### src/rtl/packet_dispatch_14out_pkg.sv
// Shared packet layout, default dispatch geometry and the dispatch FSM state type.
package packet_dispatch_14out_pkg;

    localparam int PKT_WIDTH   = 8;
    localparam int PKT_DEST_W  = 4;
    localparam int PKT_NUM_OUT = 14;

    typedef struct packed {
        logic [PKT_DEST_W-1:0]           dest;
        logic [PKT_WIDTH-PKT_DEST_W-1:0] payload;
    } packet_t;

    typedef enum logic [1:0] {
        ST_EMPTY   = 2'd0,
        ST_PRESENT = 2'd1,
        ST_DROP    = 2'd2
    } dispatch_state_e;

    function automatic logic [PKT_DEST_W-1:0] pkt_dest(input packet_t p);
        return p.dest;
    endfunction

endpackage

### src/rtl/packet_dispatch_14out_sync_fifo.sv
// Circular buffer with occupancy count; also exposes next-cycle count and head
// so the dispatcher can register its outputs without adding a cycle of latency.
module sync_fifo #(
    parameter int WIDTH = 8,
    parameter int DEPTH = 4
) (
    input  logic                       clk,
    input  logic                       rst_n,
    input  logic                       push,
    input  logic                       pop,
    input  logic [WIDTH-1:0]           wr_data,
    output logic [$clog2(DEPTH+1)-1:0] count,
    output logic [$clog2(DEPTH+1)-1:0] count_nxt,
    output logic [WIDTH-1:0]           head_nxt
);

    localparam int AW = $clog2(DEPTH);
    localparam int CW = $clog2(DEPTH+1);

    logic [WIDTH-1:0] mem [DEPTH];
    logic [AW-1:0]    wr_ptr;
    logic [AW-1:0]    rd_ptr;
    logic [AW-1:0]    rd_ptr_nxt;
    logic             do_push;
    logic             do_pop;

    assign do_push = push && (count != CW'(DEPTH));
    assign do_pop  = pop && (count != '0);

    // When the slot being written this edge becomes the head, forward it.
    always_comb begin
        rd_ptr_nxt = rd_ptr + AW'(do_pop);
        count_nxt  = count + CW'(do_push) - CW'(do_pop);
        head_nxt   = mem[rd_ptr_nxt];
        if (do_push && (rd_ptr_nxt == wr_ptr)) begin
            head_nxt = wr_data;
        end
    end

    always_ff @(posedge clk or negedge rst_n) begin
        if (!rst_n) begin
            wr_ptr <= '0;
            rd_ptr <= '0;
            count  <= '0;
        end else begin
            wr_ptr <= wr_ptr + AW'(do_push);
            rd_ptr <= rd_ptr_nxt;
            count  <= count_nxt;
        end
    end

    always_ff @(posedge clk) begin
        if (do_push) begin
            mem[wr_ptr] <= wr_data;
        end
    end

endmodule

### src/rtl/packet_dispatch_14out.sv
// Buffers arbitrated packets and presents the head to the one output port its
// destination field names; packets with an out-of-range destination are dropped.
module packet_dispatch_14out
    import packet_dispatch_14out_pkg::*;
#(
    parameter int WIDTH   = PKT_WIDTH,
    parameter int DEST_W  = PKT_DEST_W,
    parameter int NUM_OUT = PKT_NUM_OUT,
    parameter int DEPTH   = 4
) (
    input  logic                       clk,
    input  logic                       rst_n,
    input  logic                       in_valid,
    output logic                       in_ready,
    input  logic [WIDTH-1:0]           in_data,
    output logic [NUM_OUT-1:0]         out_valid,
    input  logic [NUM_OUT-1:0]         out_ready,
    output logic [WIDTH-1:0]           out_data,
    output logic [7:0]                 drop_cnt,
    output logic [$clog2(DEPTH+1)-1:0] fifo_count,
    output dispatch_state_e            dbg_state
);

    localparam int CW = $clog2(DEPTH+1);

    // Handshakes: a transfer happens on a rising edge where valid and ready are
    // both high; valid/data hold steady until that edge, ready never depends on valid.

    logic              push;
    logic              pop;
    logic [CW-1:0]     count_nxt;
    logic [WIDTH-1:0]  head_nxt;
    logic [DEST_W-1:0] dest_nxt;
    dispatch_state_e   state_q;

    assign push      = in_valid && in_ready;
    assign pop       = (state_q == ST_DROP) ||
                       ((state_q == ST_PRESENT) && |(out_valid & out_ready));
    assign dest_nxt  = head_nxt[WIDTH-1 -: DEST_W];
    assign dbg_state = state_q;

    sync_fifo #(
        .WIDTH (WIDTH),
        .DEPTH (DEPTH)
    ) u_fifo (
        .clk       (clk),
        .rst_n     (rst_n),
        .push      (push),
        .pop       (pop),
        .wr_data   (in_data),
        .count     (fifo_count),
        .count_nxt (count_nxt),
        .head_nxt  (head_nxt)
    );

    // State and outputs are computed from next-cycle occupancy and head so a
    // packet pushed on one edge is presented in the very next cycle.
    always_ff @(posedge clk or negedge rst_n) begin
        if (!rst_n) begin
            state_q   <= ST_EMPTY;
            out_valid <= '0;
            out_data  <= '0;
            drop_cnt  <= '0;
            in_ready  <= 1'b0;
        end else begin
            in_ready <= (count_nxt < CW'(DEPTH));
            if ((state_q == ST_DROP) && (drop_cnt != 8'hFF)) begin
                drop_cnt <= drop_cnt + 8'd1;
            end
            if (count_nxt == '0) begin
                state_q   <= ST_EMPTY;
                out_valid <= '0;
            end else begin
                out_data <= head_nxt;
                if (int'(dest_nxt) < NUM_OUT) begin
                    state_q   <= ST_PRESENT;
                    out_valid <= {{(NUM_OUT-1){1'b0}}, 1'b1} << dest_nxt;
                end else begin
                    state_q   <= ST_DROP;
                    out_valid <= '0;
                end
            end
        end
    end

endmodule

### config.mk
export PLATFORM = sky130hd
export DESIGN_NAME = packet_dispatch_14out
export DESIGN_NICKNAME = d
export VERILOG_FILES = /design/src/rtl/packet_dispatch_14out_pkg.sv /design/src/rtl/packet_dispatch_14out_sync_fifo.sv /design/src/rtl/packet_dispatch_14out.sv
export SDC_FILE = /design/constraint.sdc
export NUM_CORES = 1
export LEC_CHECK = 0
export CORE_MARGIN = 1.5
export CORE_UTILIZATION = 51
export DETAILED_ROUTE_END_ITERATION = 8
export PLACE_DENSITY = 0.81
export SYNTH_ARGS = -nofsm -noshare
export SYNTH_HDL_FRONTEND = slang
export SYNTH_SLANG_ARGS = --single-unit
### constraint.sdc
create_clock -name clk -period 4.37 [get_ports clk]
set_input_delay 0.874 -clock clk [delete_from_list [all_inputs] [get_ports clk]]
set_output_delay 0.874 -clock clk [all_outputs]
set_load 0.02 [all_outputs]
After elaboration in Yosys (flattened, before gate mapping)
Memory sizes are Yosys's and may differ from the RTL's.
Index checks and enable logic that the tools add are counted.

storage, ports and cells
  latch bits = 0
  flip-flop bits (word level) = 40
  memories kept = 1
  word-level logic and storage cells = 40
  bits in writable memories = 32
  memory bits (read-only) = 0

memories
  memory      depth  width  rd ports  clocked after memory_dff  wr ports  RTL line                               RTL
  u_fifo.mem  4      8      1         0                         1         packet_dispatch_14out_sync_fifo.sv:20  logic [WIDTH-1:0] mem [DEPTH];

cells by class
  multiplexer cells = 7
  div/mod/pow operators = 0
  reductions and logical operators = 10
  add/subtract/negate cells = 5
  shift operators = 1
  bitwise logic cells = 1
  eq/ne operators = 5
  multipliers = 0
  $lt $le $gt $ge = 2

operators with widths
  cell                                                number
  2-to-1 mux 14 bit                                   2
  AND 14 bit                                          1
  OR reduction 14 bit                                 1
  left shift 1 x 4 -> 14 bit (first input constant)   1
  adder 8 x 1 -> 8 bit (second input constant)        1
  2-to-1 mux 8 bit                                    1
  inequality test 8 bit (second input constant)       1
  logical AND 1 bit                                   6
  adder 2 x 1 -> 2 bit                                2
  less-than comparator 4 bit (second input constant)  1
  2-to-1 mux 2 bit                                    2
  adder 3 x 1 -> 3 bit                                1
  logical NOT 3 bit                                   1
  less-than comparator 3 bit (second input constant)  1
  inequality test 3 bit (second input constant)       1
  nonzero test 3 bit                                  1
  subtractor 3 x 1 -> 3 bit                           1
  == test 2 x 1 -> 1 bit (second input constant)      1
  == test 2 bit                                       1
  == test 2 bit (second input constant)               1
  2-to-1 mux 1 bit                                    2
  logical OR 1 bit                                    1

Depth between registers and ports, before layout
  depth after elaboration = 12
  depth in mapped cells = 14
  depth with buffers taken out = 12

Hierarchy
From an unflattened synthesis, not the netlist that was laid out.

unflattened totals
  cell total of the unflattened synthesis = 270
  area, all modules = 3326.9 um^2

modules (own cells, without submodules)
  module                 times used  cells each  sequential area each (um^2)  area an instance (um^2)
  sync_fifo              1           154         1136.1                       1905.6
  packet_dispatch_14out  1           116         825.8                        1421.4

Least setup slack after synthesis
No wires, ideal clock.

  path kind = input port to flip-flop
  start = in out_ready[8]
  end = reg out_valid[0]
  data required time = 4.283 ns
  buffers on the path = 1
  path slack = 0.704 ns
  stages on the path = 13
  data arrival time = 3.579 ns
  library setup time = 0.087 ns
  path through = a22oi_1 -> nand2_1 -> o311ai_0 -> a21oi_1 -> ha_1 -> inv_1 -> ha_1 -> fa_1 -> xnor3_1 -> nor3_1 -> clkbuf_1 -> or4_1 -> a22oi_1

RTL lines
  item                       RTL line                               RTL
  start: declaration         packet_dispatch_14out.sv:17            input logic [NUM_OUT-1:0] out_ready,
  AND 14 bit                 packet_dispatch_14out.sv:38            ((state_q == ST_PRESENT) && |(out_valid & out_ready));
  OR reduction 14 bit        packet_dispatch_14out.sv:38
  logical AND 1 bit          packet_dispatch_14out.sv:38
  logical OR 1 bit           packet_dispatch_14out.sv:37            assign pop = (state_q == ST_DROP) ||
  logical AND 1 bit          packet_dispatch_14out_sync_fifo.sv:28  assign do_pop = pop && (count != '0);
  subtractor 3 x 1 -> 3 bit  packet_dispatch_14out_sync_fifo.sv:33  count_nxt = count + CW'(do_push) - CW'(do_pop);
  named net count_nxt[2]     packet_dispatch_14out.sv:31            logic [CW-1:0] count_nxt;
  logical NOT 3 bit          packet_dispatch_14out.sv:70            if (count_nxt == '0) begin
  2-to-1 mux 14 bit          packet_dispatch_14out.sv:70
  end signal: assignment     packet_dispatch_14out.sv:77            out_valid <= {{(NUM_OUT-1){1'b0}}, 1'b1} << dest_nxt;
  end: declaration           packet_dispatch_14out.sv:16            output logic [NUM_OUT-1:0] out_valid,

The timed path passes the listed nets, and every way through them passes these cells.
A chain may end at the register's enable or synchronous reset.

Worst setup path after layout
  start = in out_ready[6]
  end = reg out_valid[0]

Same word-level chain as after synthesis.

==> results by group <==
Floorplan
  • Die H: 80.7 um
  • Core area: approximately 6000 sq um
  • Initial Util: a little over half
  • Die width: 80.7 um
  • Full die area: 6520 sq um
  • Rows: 28
  • IO Pins: a little over 60

Yosys
  • Mapped Cells: between 200 and 250
  • Register area share after synthesis: 63.7%
  • Post-synth ARST share: 55.6%
  • Synth top area cells: dfrtp_1 (32%), edfxtp_1 (31%), a22oi_1 (4.4%)
  • Syn Area/Cell: roughly 14 sq um
  • Count leader, synth: dfrtp_1
  • Mapped Area: around 3000 sq um
  • Synth warn: 0
  • Commonest cells in the synthesized netlist: dfrtp_1 (40), edfxtp_1 (32), a22oi_1 (18)
  • Syn nets: 247
  • #FFs+latches synth: between 70 and 80
  • Largest area contributor in the netlist: dfrtp_1
  • Post-synth EDFFs: 32
  • Top_reg_cell synth: dfrtp_1
  • Yosys cell types: between 40 and 50
  • Synth top area share: between 30% and 40%

STA
  • Sum of negative setup slack: 0 ns
  • Final Hold Vio Count: 0
  • Final setup fails: 0
  • Period utilization: between 90 and 100%
  • Fmax achieved: around 250 MHz
  • RSZ-0062 raised after global routing: false
  • Worst-Margin Slew: around 0.85 ns
  • Final Slew Violations: 0
  • Worst Skew: between 0.01 and 0.015 ns
  • Max-slew headroom: between 40% and 50%
  • Final min period: around 4 ns

Detailed routing
  • Via density: 5.66
  • Via Count: between 2,000 and 2,500
  • Number of remaining DRC errors: 0
  • Drt total wl: between 6000 and 7000 um
  • Number of nets with antenna violations after routing: 0
  • DRT iter0 DRCs: roughly 190
  • Drt pass-1 iters: 4
  • Drt wl/cell: around 17 um

GRT
  • Vias in the first global route: between 1,500 and 2,000
  • Initial antenna violation count: 0
  • Total gr overflow: 0
  • Largest net degree at the start of global routing: between 40 and 50
  • Global Route Usage Sum: 21.1%
  • First-pass GRT wire length: between 9000 and 10,000 um

Critical path
  • Worst path cell trace: clkdlybuf4s50_1, a22oi_1, nand2_1, o311ai_0, a21oi_1, ha_1, inv_1, ha_1, fa_1, xnor3_1, nor3_1, or4_1, a22oi_1
  • Worst Setup Start Kind: input port
  • Max Fanout on Critical Path: 4
  • CP arrival: approximately 4.2 ns
  • Worst EP required: between 4 and 5 ns
  • CP Capture Type: register
  • Crit-path leading delay family: compound AO/OA/AOI/OAI gates
  • Slowest cell on the critical path: or4_1
  • Critical path's largest stage delay: 0.60 ns
  • Worst Path Buf+Inv: 2
  • Critical path class: input port to register

Clocking
  • Clock root buffer: clkbuf_8
  • Clock buffer depth: 2
  • Clk sink count: slightly above 70
  • CTS resizes: 0
  • CTS buffer count: 9
  • Hold_buf cts: 0
  • Worst-path clk slew: 0.08 ns
  • Clock Latency Late Sink: 0.34 ns
  • Post-CTS Setup Bufs: 0
  • CTS tree: built
  • H-tree Lvls: 3

Power
  • Leakage: around 1.6 nW
  • PD cells: ~790 nW/um^2
  • Overall Power: 0.00320 W
  • Worst VDD drop: approximately 0.0004 V

Place
  • I/O Buffers: 60
  • Detailed placement HPWL: about 4400 um
  • Gpl congestion: approximately 0.78

Run
  • Max-cap viol count: 0

Final layout
  • Fillers: 398
  • Layout cells sized above 1: between 10% and 20%
  • Layout Nets: 319
  • N_diodes: 0
  • Area delta synth->final: 31.3%

Status
  • Status: completed

Min path
  • Worst min-delay path class: register to register
## worst paths after layout
check                                   from           end  slack [ns]  cells past startpoint
worst min register to register   drop_cnt[5]   drop_cnt[5]        0.50                      1
worst max-delay path            out_ready[6]  out_valid[0]        0.42                     13
worst max register to register  out_valid[6]  out_valid[0]        0.97                     12
worst min-delay path             drop_cnt[5]   drop_cnt[5]        0.50                      1
min in group asynchronous              rst_n   drop_cnt[3]        0.63                      1
max in group asynchronous              rst_n  out_valid[0]        3.20                      1
## routing by layer
layer / GRT usage (%) / wire [um] / up-vias / share of wire (%)
met5: 0 / 0 / - / 0
met3: 6.40 / 406 / 9 / 6.5
met4: 9.48 / 95 / 0 / 1.5
met2: 33.5 / 3100 / 78 / 50
li1: - / - / 978 / -
met1: 27.0 / 2640 / 1017 / 42
## per-stage QoR
stage / setup slack, ns / hold WS (ns) / util (%) / instances / cell area (sq um)
floorplan: 0.704 / 0.472 / - / 216 / 3080
global placement: 0.152 / 0.483 / 64.5 / 352 / 3800
detailed placement: 0.0454 / 0.484 / 64.5 / 352 / 3800
CTS: 0.401 / 0.495 / 68.7 / 368 / 4050
global route: 0.248 / 0.519 / 68.7 / 368 / 4050
finish: 0.423 / 0.495 / 68.7 / 368 / 4050
## logic make-up (layout without fill, tap and decap cells)
| kind of cell | after synthesis | after routing | synth area share, % |
|---|---|---|---|
| flops | 72 | 72 | 63.7 |
| simple gates | 62 | 62 | 11.4 |
| compound gates | 39 | 39 | 8.65 |
| buf+inv | 14 | 91 | 1.99 |
| xor+xnor | 12 | 12 | 4.55 |
| mux | 11 | 11 | 7.11 |
| fa+ha+maj | 6 | 6 | 2.68 |
## state kept, by name, summed over array words and instances (netlist names)
| signal | cells |
|---|---|
| dbg_state | 2 |
| drop_cnt | 8 |
| u_fifo.mem | 32 |
| u_fifo.rd_ptr | 2 |
| in_ready | 1 |
| u_fifo.wr_ptr | 2 |
| out_valid | 14 |
| out_data | 8 |
| u_fifo.count | 3 |
## layout make-up
cell class | instances | area, sq um | area share (%)
timing repair buffer | 68 | 656 | 16.2
multi-input combinational | 130 | 1060 | 26.2
sequential | 72 | 1960 | 48.5
tap | 75 | 93.8 | 2.32
clock buffer | 9 | 124 | 3.06
inverter | 7 | 26.3 | 0.650
clock inverter | 7 | 125 | 3.09
## worst register-to-register path: stages, from the launching register on
cell and delay [ns]:
dfrtp_1 0.38, a22oi_1 0.24, nand2_1 0.09, o311ai_0 0.37, a21oi_1 0.16, ha_1 0.29
inv_1 0.04, ha_1 0.19, fa_1 0.37, xnor3_1 0.28, nor3_1 0.10, or4_1 0.60
a22oi_1 0.20
## report_power, final
group	total, W	switching, W	internal [W]
Sequential	0.000984	0.0000964	0.000887
Combinational	0.00157	0.000850	0.000723
Clock	0.000645	0.000259	0.000386
## layout by cell type, fill, tap and decap left out, types with 4 or more instances in the layout
cell type and n:
nand3b_1 4, a22oi_1 18, ha_1 5, buf_4 8, clkdlybuf4s50_1 59, a21oi_1 10, clkbuf_8 9, xnor2_1 6
nor2_1 9, nand4_1 5, dfrtp_1 40, nand2_1 15, a31oi_1 4, edfxtp_1 32, mux4_2 6, nand3_1 5
inv_1 7, a211oi_1 4
Note: power is estimated with default switching activity, not from simulation.
